--- src/rtl/lib_cpu.sv ---
// Shared CPU field types: opcode/funct widths, instruction format selector,
// fixed opcode values and the encoder FSM state type.
package lib_cpu;

  typedef logic [5:0] OPECODE;
  typedef logic [5:0] FUNCT;

  typedef enum logic [1:0] {
    FMT_R       = 2'd0,
    FMT_I       = 2'd1,
    FMT_J       = 2'd2,
    FMT_ILLEGAL = 2'd3
  } INSN_FMT;

  localparam OPECODE OP_RTYPE = 6'd0;
  localparam OPECODE OP_J     = 6'd2;
  localparam OPECODE OP_JAL   = 6'd3;

  typedef enum logic [1:0] {
    ST_IDLE = 2'd0,
    ST_RUN  = 2'd1,
    ST_DONE = 2'd2
  } enc_state_t;

endpackage

--- src/rtl/insn_pack.sv ---
// Combinational packer: instruction fields in, 32-bit word and legality out.
module insn_pack
  import lib_cpu::*;
(
  input  INSN_FMT      fmt,
  input  OPECODE       op,
  input  logic [4:0]   rs,
  input  logic [4:0]   rt,
  input  logic [4:0]   rd,
  input  logic [4:0]   shamt,
  input  FUNCT         funct,
  input  logic [15:0]  imm,
  input  logic [25:0]  target,
  output logic [31:0]  word,
  output logic         legal
);

  always_comb begin
    word  = '0;
    legal = 1'b0;
    case (fmt)
      FMT_R: begin
        word  = {6'b0, rs, rt, rd, shamt, funct};
        legal = (op == OP_RTYPE);
      end
      FMT_I: begin
        word  = {op, rs, rt, imm};
        legal = (op != OP_RTYPE) && (op != OP_J) && (op != OP_JAL);
      end
      FMT_J: begin
        word  = {op, target};
        legal = (op == OP_J) || (op == OP_JAL);
      end
      default: begin
        word  = '0;
        legal = 1'b0;
      end
    endcase
  end

endmodule

--- src/rtl/instr_encoder.sv ---
// Instruction-memory loader: encodes a burst of fields into words and writes
// them to consecutive word addresses, rejecting and counting illegal fields.
module instr_encoder
  import lib_cpu::*;
#(
  parameter int ADDR_W = 32,
  parameter int CNT_W  = 16
) (
  input  logic              clk,
  input  logic              rst_n,
  input  logic              start,
  input  logic [ADDR_W-1:0] base_addr,
  input  logic [CNT_W-1:0]  count,
  input  logic              in_valid,
  output logic              in_ready,
  input  INSN_FMT           fmt,
  input  OPECODE            op,
  input  logic [4:0]        rs,
  input  logic [4:0]        rt,
  input  logic [4:0]        rd,
  input  logic [4:0]        shamt,
  input  FUNCT              funct,
  input  logic [15:0]       imm,
  input  logic [25:0]       target,
  output logic              imem_we,
  output logic [ADDR_W-1:0] imem_addr,
  output logic [31:0]       imem_wdata,
  output logic              busy,
  output logic              done,
  output logic              err,
  output logic [7:0]        err_cnt
);

  enc_state_t        state;
  logic [ADDR_W-1:0] addr;
  logic [CNT_W-1:0]  remaining;
  logic [31:0]       word;
  logic              legal;

  insn_pack u_pack (
    .fmt    (fmt),
    .op     (op),
    .rs     (rs),
    .rt     (rt),
    .rd     (rd),
    .shamt  (shamt),
    .funct  (funct),
    .imm    (imm),
    .target (target),
    .word   (word),
    .legal  (legal)
  );

  always_ff @(posedge clk or negedge rst_n) begin
    if (!rst_n) begin
      state      <= ST_IDLE;
      addr       <= '0;
      remaining  <= '0;
      in_ready   <= 1'b0;
      imem_we    <= 1'b0;
      imem_addr  <= '0;
      imem_wdata <= '0;
      busy       <= 1'b0;
      done       <= 1'b0;
      err        <= 1'b0;
      err_cnt    <= '0;
    end else begin
      imem_we <= 1'b0;
      done    <= 1'b0;
      case (state)
        ST_IDLE: begin
          if (start) begin
            err       <= 1'b0;
            err_cnt   <= '0;
            addr      <= base_addr & ~ADDR_W'(3);
            remaining <= count;
            if (count != '0) begin
              state    <= ST_RUN;
              in_ready <= 1'b1;
              busy     <= 1'b1;
            end else begin
              state <= ST_DONE;
              done  <= 1'b1;
            end
          end
        end
        ST_RUN: begin
          if (in_valid && in_ready) begin
            if (legal) begin
              imem_we    <= 1'b1;
              imem_addr  <= addr;
              imem_wdata <= word;
              addr       <= addr + ADDR_W'(4);
              remaining  <= remaining - CNT_W'(1);
              if (remaining == CNT_W'(1)) begin
                state    <= ST_DONE;
                done     <= 1'b1;
                in_ready <= 1'b0;
                busy     <= 1'b0;
              end
            end else begin
              // Illegal words are swallowed; only the error bookkeeping moves.
              err <= 1'b1;
              if (err_cnt != 8'hFF) err_cnt <= err_cnt + 8'd1;
            end
          end
        end
        ST_DONE: begin
          state <= ST_IDLE;
        end
        default: begin
          state    <= ST_IDLE;
          in_ready <= 1'b0;
          busy     <= 1'b0;
        end
      endcase
    end
  end

endmodule

--- config.mk ---
export PLATFORM = sky130hd
export DESIGN_NAME = instr_encoder
export DESIGN_NICKNAME = d
export VERILOG_FILES = /design/src/rtl/lib_cpu.sv /design/src/rtl/insn_pack.sv /design/src/rtl/instr_encoder.sv
export SDC_FILE = /design/constraint.sdc
export NUM_CORES = 1
export LEC_CHECK = 0
export CAP_MARGIN = 10
export CORE_MARGIN = 2
export CORE_UTILIZATION = 64
export CTS_CLUSTER_SIZE = 40
export DETAILED_ROUTE_END_ITERATION = 8
export DONT_BUFFER_PORTS = 1
export PLACE_DENSITY = 0.8
export SYNTH_ARGS = -nofsm -noshare
export SYNTH_HDL_FRONTEND = slang
export SYNTH_SLANG_ARGS = --single-unit
--- constraint.sdc ---
create_clock -name clk -period 2.45 [get_ports clk]
set_clock_uncertainty 0.05 [all_clocks]
set_input_delay 0.49 -clock clk [delete_from_list [all_inputs] [get_ports clk]]
set_output_delay 0.49 -clock clk [all_outputs]
set_load 0.005 [all_outputs]
==> tab_implementation.tex <==
\begin{tabular}{lr}
\hline
Metric & Value \\
\hline
\multicolumn{2}{l}{\textbf{Pwr}} \\
Final total power & 8.962 mW \\
Switching component of the power & 3.530 mW \\
Part of the power in combinational logic & 0.323 \\
Power per standard cell area & 1264 mW/mm\^{}2 \\
Internal power & 5.432 mW \\
Sequential share of power & 0.433 \\
Share of total power in the clock network & 0.244 \\
Proportion of total power due to net switching & 0.3939 \\
Static leakage & 2.984 nW \\
IR Drop Worst-Case VDD & 578.4 uV \\
\multicolumn{2}{l}{\textbf{Logic synthesis}} \\
Cells after Synth & 708 \\
Share of async-settable or async-resettable flops after synthesis & 1.000 \\
Number of synthesized register bits & 122 \\
Count of unique library cells instantiated by Yosys & 57 \\
Post-Syn Area & 0.006441 sq mm \\
Ys Warns & 0 \\
Sequential-to-total area share from yosys stat & 0.4740 \\
Number of enable flip-flop cells after synthesis & 0 \\
Fraction of synthesized cell area taken by the top area cell type & 0.4740 \\
Synthesized area per cell & 9.098 sq um \\
Area leader, netlist & sky130\_fd\_sc\_hd\_\_dfrtp\_1 \\
Most area-consuming cells after synthesis & sky130\_fd\_sc\_hd\_\_dfrtp\_1 (47\%), sky130\_fd\_sc\_hd\_\_a21oi\_1 (5.4\%), sky130\_fd\_sc\_hd\_\_nand2\_1 (4.8\%), sky130\_fd\_sc\_hd\_\_mux2\_1 (4.7\%), sky130\_fd\_sc\_hd\_\_o21ai\_0 (4.4\%) \\
Post-synth top flop & sky130\_fd\_sc\_hd\_\_dfrtp\_1 \\
\multicolumn{2}{l}{\textbf{Clock network}} \\
Count of instances resized after the clock tree is built & 0 \\
Clock tree root buffer cell & sky130\_fd\_sc\_hd\_\_clkbuf\_8 \\
Clock buffer count from CTS & 17 \\
Post-CTS Setup Bufs & 0 \\
H-tree level count & 4 \\
Clock-pin slew on the worst setup and hold paths & 50 ps \\
CTS tree & yes \\
Insertion delay to the later sink of the worst-skew pair & 510 ps \\
Number of clock sinks & 122 \\
CTS Buffer Depth & 2 \\
\multicolumn{2}{l}{\textbf{Route}} \\
Antenna viol nets, final & 0 \\
Total iterations of the first detailed-routing run & 5 \\
Routed len/inst & 19.76 um \\
Routed WL & 16520 um \\
Post-route DRC & 0 \\
Detailed-route vias per instance & 6.548 \\
Vias & 5474 \\
Iteration-0 DRC count of the detailed router & 378 \\
\multicolumn{2}{l}{\textbf{STA}} \\
Final-layout worst hold slack & -379.5 ps \\
Tmin final & 2286 ps \\
Total negative slack & 0 ps \\
Final period util & 0.9330 \\
Count of endpoints failing setup in the final report & 0 \\
RSZ-0062 raised after global routing & false \\
Slew at the pin closest to its max-slew limit & 575.6 ps \\
Highest clock frequency the design can meet & 437.5 MHz \\
Max-slew headroom at the worst pin & 0.6133 \\
Count of final hold-check violations & 122 \\
Final slew viol count & 0 \\
\multicolumn{2}{l}{\textbf{Cells and area}} \\
Antenna diode count & 0 \\
Area growth syn-to-layout & 10.08\% \\
Core utilization of the finished layout & 0.7254 \\
Ratio of cells with drive above 1 in the final layout & 0.09104 \\
Sequential standard cell area & 0.003053 sq mm \\
Area of combinational cells with multiple inputs & 0.003154 sq mm \\
Nets & 822 \\
Filler cell count in the final layout & 732 \\
\multicolumn{2}{l}{\textbf{Critical path}} \\
Cell-by-cell trace of the critical path & or4\_4 > or4\_1 > or2\_1 > o22ai\_1 > a2bb2oi\_2 \\
Required arrival time at the worst endpoint & 2780 ps \\
Crit. End Element & flop \\
End of the critical path & remaining[11] \\
Critical path launch point type & flop \\
Launching point of the worst reg2reg path & remaining[3] \\
Reg-to-reg endpoint & remaining[11] \\
Length in cells of the worst reg-to-reg path & 5 \\
CP Max Fanout & 7 \\
Cell with the biggest individual delay on the critical path & sky130\_fd\_sc\_hd\_\_or4\_4 \\
Slowest stage delay, CP & 570 ps \\
Endpoint arrival time on the critical path & 2620 ps \\
Type of the setup path with the least slack & flop to flop \\
Reg2reg setup slack & 160 ps \\
First element of the critical path & remaining[3] \\
\multicolumn{2}{l}{\textbf{Placed design}} \\
Gp weighted congestion & 0.9206 \\
Detailed placer's ending HPWL & 11560 um \\
Number of buffers inserted by port buffering & 0 \\
\multicolumn{2}{l}{\textbf{Floorplan}} \\
Starting Density & 0.6590 \\
FP Rows & 36 \\
Area inside the core boundary & 0.009774 sq mm \\
Top-Level Pins & 205 \\
Area of the die & 0.01088 sq mm \\
Horiz. Die Dim & 104.3 um \\
Height of the chip & 104.3 um \\
\multicolumn{2}{l}{\textbf{GRT}} \\
Overall overflow remaining after global route & 0 \\
Maximum number of pins on one net before global-route repair & 123 \\
Vias in the first global route & 5261 \\
Number of antenna violations at the first check in global routing & 0 \\
Overall Global Routing Usage & 0.3101 \\
Global-route wire length before repair & 26830 um \\
\multicolumn{2}{l}{\textbf{Min path}} \\
Min-Delay Path Class & input port to asynchronous set/reset pin \\
\multicolumn{2}{l}{\textbf{Job}} \\
Maxcap violations & 0 \\
\multicolumn{2}{l}{\textbf{Status}} \\
Violated checks & hold timing \\
Run status & finished, violations left \\
\hline
\end{tabular}
[cell usage in the layout (no fill, tap or decap), drive strengths merged, types with 3 or more instances in the layout]
cell type / count
nor2: 54
nor3b: 3
and3: 7
a31oi: 15
nor3: 4
clkinv: 8
ha: 4
or3: 4
a21oi: 71
mux2: 29
o2bb2ai: 3
o22a: 10
o32ai: 3
clkinvlp: 3
a2bb2oi: 13
o22ai: 10
and4: 4
or2: 4
nand4: 10
nand2: 83
or4: 6
o21ai: 81
nor2b: 16
and2: 3
buf: 16
a22oi: 8
mux2i: 16
clkbuf: 20
nand2b: 3
inv: 8
o31ai: 3
nor4: 13
dfrtp: 122
nand3: 25
[how the worst min path moves through the flow]
| stage | to | slack (ps) | cells after the start |
|---|---|---|---|
| global route | imem_addr[31] | -400 | 0 |
| CTS | imem_addr[28] | -390 | 0 |
| global placement | remaining[2] | 150 | 0 |
| finish | remaining[2] | -380 | 0 |
| floorplan | addr[10] | 140 | 0 |
| detailed placement | imem_addr[31] | 150 | 0 |
[registers in the layout, indices dropped and copies added, names as in the netlist]
name,count
err_cnt,8
imem_addr,30
addr,30
imem_wdata,32
done,1
state,2
busy,1
err,1
remaining,16
imem_we,1
[cell usage after synthesis (7+ instances only)]
master	number
sky130_fd_sc_hd__dfrtp_1	122
sky130_fd_sc_hd__nand2_1	83
sky130_fd_sc_hd__a21oi_1	70
sky130_fd_sc_hd__o21ai_0	57
sky130_fd_sc_hd__nor2_1	54
sky130_fd_sc_hd__clkbuf_1	28
sky130_fd_sc_hd__mux2_1	27
sky130_fd_sc_hd__nand3_1	25
sky130_fd_sc_hd__o21ai_1	24
sky130_fd_sc_hd__buf_2	18
sky130_fd_sc_hd__mux2i_1	16
sky130_fd_sc_hd__nor2b_1	16
sky130_fd_sc_hd__a31oi_1	15
sky130_fd_sc_hd__a2bb2oi_1	12
sky130_fd_sc_hd__nor4_1	11
sky130_fd_sc_hd__nand4_1	10
sky130_fd_sc_hd__o22a_1	10
sky130_fd_sc_hd__o22ai_1	10
sky130_fd_sc_hd__a22oi_1	8
sky130_fd_sc_hd__and3_1	7
sky130_fd_sc_hd__inv_1	7
[per-layer routing]
layer  global-route usage  routed length [um]  vias up
met5                    0                   0        -
met2               0.5261                8442      271
li1                     -                   -     2548
met1               0.3746                6267     2625
met3              0.09649                1501       30
met4               0.1052                 312        0
[final cells by class]
class                      count  area share
inverter                       7    0.003706
clock buffer                  20     0.06282
clock inverter                12     0.01059
tap                          133     0.02347
sequential                   122      0.4306
multi-input combinational    526      0.4449
timing repair buffer          16     0.02400
[power by group through the flow]
stage / Clock [mW] / Combinational (mW) / Sequential (mW)
2_1_floorplan: 0 / 2.39 / 3.53
3_3_place_gp: 0 / 2.71 / 3.84
3_5_place_dp: 0 / 2.88 / 3.89
4_1_cts: 2.20 / 2.89 / 3.88
5_1_grt: 2.30 / 3.29 / 4.01
6_report: 2.18 / 2.90 / 3.88
[through the flow]
stage | hold slack, ps | instance area [sq um] | setup WS [ps] | instances
after detailed placement | 148.4 | 6570 | 179.7 | 804
final | -379.5 | 7091 | 164.0 | 836
after CTS | -394.7 | 7091 | 170.1 | 836
after global routing | -395.9 | 7091 | 82.13 | 836
after global placement | 147.9 | 6570 | 198.9 | 804
after floorplan | 144.4 | 6445 | 221.4 | 709
[critical path, delay by kind of cell (launching register included)]
| kind | cells | cell delay (ps) |
|---|---|---|
| AOI/OAI and AO/OA | 2 | 250 |
| DFF | 1 | 430 |
| and+or+nand+nor | 3 | 1440 |
[cell families (layout without fill, tap and decap cells)]
kind of cell | Yosys count | after routing | share of synthesized area
buf+inv | 61 | 55 | 0.04138
compound gates | 233 | 233 | 0.2176
fa+ha+maj | 4 | 4 | 0.007770
flops | 122 | 122 | 0.4740
other cells | 1 | 2 | 0.0005822
simple gates | 242 | 242 | 0.1832
mux | 45 | 45 | 0.07556
No activity file was read; power rests on OpenSTA's default activity.
==> RTL change 1 (same flow settings) <==
Encoding of `enc_state_t`: now one-hot (3 bits for 3 states).
--- a/src/rtl/lib_cpu.sv
+++ b/src/rtl/lib_cpu.sv
@@ -16,10 +16,10 @@
   localparam OPECODE OP_J     = 6'd2;
   localparam OPECODE OP_JAL   = 6'd3;
 
-  typedef enum logic [1:0] {
-    ST_IDLE = 2'd0,
-    ST_RUN  = 2'd1,
-    ST_DONE = 2'd2
+  typedef enum logic [2:0] {
+    ST_IDLE = 3'b001,
+    ST_RUN  = 3'b010,
+    ST_DONE = 3'b100
   } enc_state_t;
 
 endpackage
Function: same outputs for any inputs over 4 cycles, from zero or initial values and one cycle with rst_n low; so few cycles prove little.
==> RTL change 1 against the original RTL <==
  * The run still ends with negative hold slack left
  * Power decreased by 2.3%
  * First-iteration DRC count rose by 93%
  * Via count rose by 3.8%
  * Area after synthesis increased by 2.2%
  * Worst hold slack got worse by 7.1 ps
  * Setup slack better by 37 ps
  * Global-route usage rose by 1.1 points
  * Cell area up 2.8%
  * Synthesized cell count rose by 1.6%
  * Wire length is 6.3% higher
  * Sequential cell count is 1 higher
  * Clock power is 16% higher
  * Core utilization down 0.67 points
  * Critical path type unchanged
==> RTL change 1: results (changes against the original RTL) <==
Final layout:
- The layout filler cell count is 744 (+1.6%).
- The multi-input gate count is 535 (+1.7%).
- The number of non-filler instances in the completed layout was 854 (+2.2%).
- The clock network area share came to 8.207% (+0.87 points).
- The fraction of layout cells with a size suffix above 1 was 13.09% (+4.0 points).
- The area taken by multi-input logic gates came to 3234 um^2 (+2.5%).
- The total number of sequential cells is 123 (+0.82%).
- The number of non-clock buffers is 20 (+4).
- The clock buffer count in the final layout is 19 (-5.0%).
- The portion of the layout cell area used by non-clock buffers is 2.404% (+0.0040 points).
- The number of nets in the final layout is 837 (+1.8%).

Power:
- The total leakage power was 0.003086 uW (+3.4%).
- The power consumed by combinational cells came to 2380 uW (-18%).
- The cell-internal power is 5494 uW (+1.2%).

Synth:
- The post-synthesis average cell area is 9.157 um^2 (+0.65%).
- The xor/xnor cell area share of the yosys netlist is 0.1330% (+0.13 points).
- Ranked by instance count, the synthesized netlist is headed by 122 x dfrtp_1, 77 x a21oi_1, 77 x nand2_1.
- The part of the Yosys area used for sequential elements is 46.77% (-0.63 points).
- The area fraction in compound gates after synthesis is 20.54% (-1.2 points).
- The arithmetic-cell share of the synthesized area counting full adders, half adders and majority gates is 0.7602% (-0.017 points).

Outcome:
- The flow ran to the end, but the final reports show violations.
- The checks that failed: negative hold slack.

Global route:
- The routing usage on met3 is 9.462% (-0.19 points).
- The number of antenna violations at the first check in global routing came to 1 (+1).
- The met1 usage is 39.94% (+2.5 points).
- The wire length of the first global-routing pass is 28.09 mm (+4.7%).
- The routing usage on met2 is 50.32% (-2.3 points).
- The overall fraction of global-route tracks in use is 32.10% (+1.1 points).

Place:
- The half-perimeter wire length after detailed placement is 12.14 mm (+5.0%).
- The area after detailed placement is 6689 um^2 (+1.8%).
- The worst setup slack before clock tree synthesis came to 210.1 ps (+30.41 ps).
- The weighted congestion reported at the end of routability-driven placement was 0.8942 (-2.9%).

Routing:
- The met2 wire length came to 8.504 mm (+0.73%).
- The initial detailed-routing violation count is 731 (+93%).
- In this run the top signal layer used is met5.
- The met3 wirelength from detailed routing came to 1.497 mm (-0.27%).

Worst setup path:
- The startpoint of the most critical register-to-register path is state[0]$_DFFE_PN1P_.
- The data arrival time at the worst-slack endpoint is 2640 ps (+20 ps).
- The length in cells of the worst reg-to-reg path is 6 (+1).
- The largest stage delay on the critical path is 590 ps (+20 ps).
- The highest fanout seen on the critical path is 10 (+3).
- On the critical path, the stage with the largest delay is an instance of dfstp_2.
- The flop-to-flop setup slack came to 200 ps (+40 ps).

Timing:
- The number of hold violations in the final report is 123 (+0.82%).
- The final hold slack was -386.6 ps (-7.057 ps).
- The actual slew at the worst max-slew pin came to 678.0 ps (+102.4 ps).
[RTL change 1: changes by cell type after synthesis, sizes merged, moves of 6 or more]
cell / delta
a2bb2oi: -9
nor3: +14
nand4: +8
a21oi: +6
o21ai: -8
nand2: -6
nor2: +8
a31oi: -6
[RTL change 1: worst max-delay path, delay by kind of cell (launching register included)]
kind / cells / cell delay (ps)
AOI/OAI and AO/OA: 2 / 680
DFF: 1 / 590
and+or+nand+nor: 3 / 550
buffers and inverters: 1 / 300
[RTL change 1: worst max-delay path by stage]
stage	slack (ps)	end	cells after the start
global route	70	remaining[9]$_DFFE_PN0P_	6
CTS	230	addr[24]$_DFFE_PN0P_	6
detailed placement	210	remaining[13]$_DFFE_PN0P_	6
floorplan	390	err_cnt[2]$_DFFE_PN0P_	6
global placement	250	err_cnt[2]$_DFFE_PN0P_	5
finish	200	addr[24]$_DFFE_PN0P_	6
==> RTL change 2 (same flow settings) <==
Without the edit above. Change the parameter `ADDR_W` from 32 to 48.
--- a/src/rtl/instr_encoder.sv
+++ b/src/rtl/instr_encoder.sv
@@ -3,7 +3,7 @@
 module instr_encoder
   import lib_cpu::*;
 #(
-  parameter int ADDR_W = 32,
+  parameter int ADDR_W = 48,
   parameter int CNT_W  = 16
 ) (
   input  logic              clk,
Ports: changed (resized base_addr and imem_addr); port bits go from 205 to 237. No check against the original RTL was run, so the function may have changed too.
==> RTL change 2 against the original RTL <==
  * The run still ends with negative hold slack left
  * Area after synthesis rose by 30%
  * Setup slack got worse by 71 ps
  * Sequential cell count rose by 32
  * Final cell count rose by 28%
  * Wire length rose by 44%
  * Clock power rose by 23%
  * Power rose by 8.8%
  * Cell area rose by 31%
  * Critical path type unchanged
  * Largest cell class unchanged
  * Highest routed layer unchanged
==> RTL change 2: results (changes against the original RTL) <==
Outcome:
- The run finished, with violations left.
- The checks that failed: negative hold slack.

Synth:
- The share of synthesized area spent on multiplexers is 8.347% (+0.79 points).
- The area fraction in compound gates after synthesis is 22.03% (+0.28 points).
- By area the synthesized netlist is led by dfrtp_1 46%, o21ai_0 6.5%, mux2_2 6.1%.
- The xor/xnor cell area share of the yosys netlist is 0.1047% (+0.10 points).
- The part of the Yosys area used for sequential elements is 46.07% (-1.3 points).
- In the synthesized netlist, the cells that appear most often are 154 x dfrtp_1, 109 x o21ai_0, 78 x a21oi_1.
- The arithmetic-cell share of the synthesized area counting full adders, half adders and majority gates is 0.5984% (-0.18 points).

Routing:
- The total via count in the routed design is 7516 (+37%).
- The number of iterations in the first detailed-routing pass is 6 (+1).
- The post-route met1 wirelength is 9.425 mm (+50%).
- The number of vias per cell after detailed routing came to 7.024 (+7.3%).
- The met2 wire length came to 10.75 mm (+27%).
- The wire length per cell is 22.19 um (+12%).

Final layout:
- In the final layout, the registers with the most flip-flops are addr (46), imem_addr (46), imem_wdata (32).
- The number of nets in the final layout was 1032 (+26%).
- The fraction of layout cells with a size suffix above 1 came to 15.61% (+6.5 points).

Worst setup path:
- The length in cells of the worst reg-to-reg path came to 7 (+2).
- The most critical setup path has its startpoint at addr[2]$_DFFE_PN0P_.
- The flop-to-flop setup slack came to 90 ps (-70 ps).
- The highest fanout seen on the critical path is 6 (-1).
- The data arrival time at the worst-slack endpoint is 2640 ps (+20 ps).
- The capture point of the worst path is addr[44]$_DFFE_PN0P_.

Power:
- The combinational group share of total power is 25.2% (-7.1 points).
- The total leakage power is 0.003746 uW (+26%).
- The net switching component of the power came to 3409 uW (-3.4%).
- The cell-internal power is 6340 uW (+17%).
- The worst ir drop on vdd was 0.6782 mV (+17%).

Timing:
- The part of the cycle the worst path needs came to 96.20% (+2.9 points).
- The number of hold violations in the final report is 154 (+26%).
- The final hold slack is -299.0 ps (+80.49 ps).
- The relative slew slack came to 58.08% (-3.2 points).

Place:
- The half-perimeter wire length after detailed placement is 16.33 mm (+41%).
- The worst setup slack before clock tree synthesis is -15.56 ps (-195.3 ps).
- The area after detailed placement is 8671 um^2 (+32%).

Global route:
- The number of global-route vias before repair is 7251 (+38%).
- The routing usage on met3 is 10.67% (+1.0 points).
- The wire length of the first global-routing pass is 37.92 mm (+41%).
- The met1 usage came to 45.89% (+8.4 points).
- The routing usage on met2 is 50.33% (-2.3 points).
- The pin count of the biggest net entering global routing is 155 (+26%).

CTS:
- The root buffer cell chosen for the clock tree is clkbuf_16.
- The number of gates resized after cts was 1 (+1).
- The clock network latency to the later pin of the worst-skew pair is 430 ps (-80 ps).
[RTL change 2: cell types whose count changed after synthesis, moves of 11 or more]
cell / unedited run / this run
clkbuf_1: 28 / 39
dfrtp_1: 122 / 154
mux2_1: 27 / 1
mux2_2: 2 / 45
nand2_1: 83 / 57
nand4_1: 10 / 21
nor2_1: 54 / 77
nor3_1: 4 / 16
o21ai_0: 57 / 109
o21ai_1: 24 / 1
o22ai_1: 10 / 21
[RTL change 2: layout make-up]
| class | instances | area, um^2 |
|---|---|---|
| fill | 947 | 3372 |
| sequential | 154 | 3854 |
| multi-input combinational | 661 | 4194 |
| tap | 172 | 215.2 |
| antenna | 1 | 2.502 |
| clock buffer | 26 | 489.2 |
| inverter | 8 | 30.03 |
| clock inverter | 6 | 111.4 |
| timing repair buffer | 42 | 402.9 |
[RTL change 2: critical path: cells and delay by family, from the launching register on]
family | cells | cell delay, ps
compound gates | 1 | 280
fa+ha+maj | 1 | 250
buf+inv | 1 | 180
flops | 1 | 380
simple gates | 4 | 1130
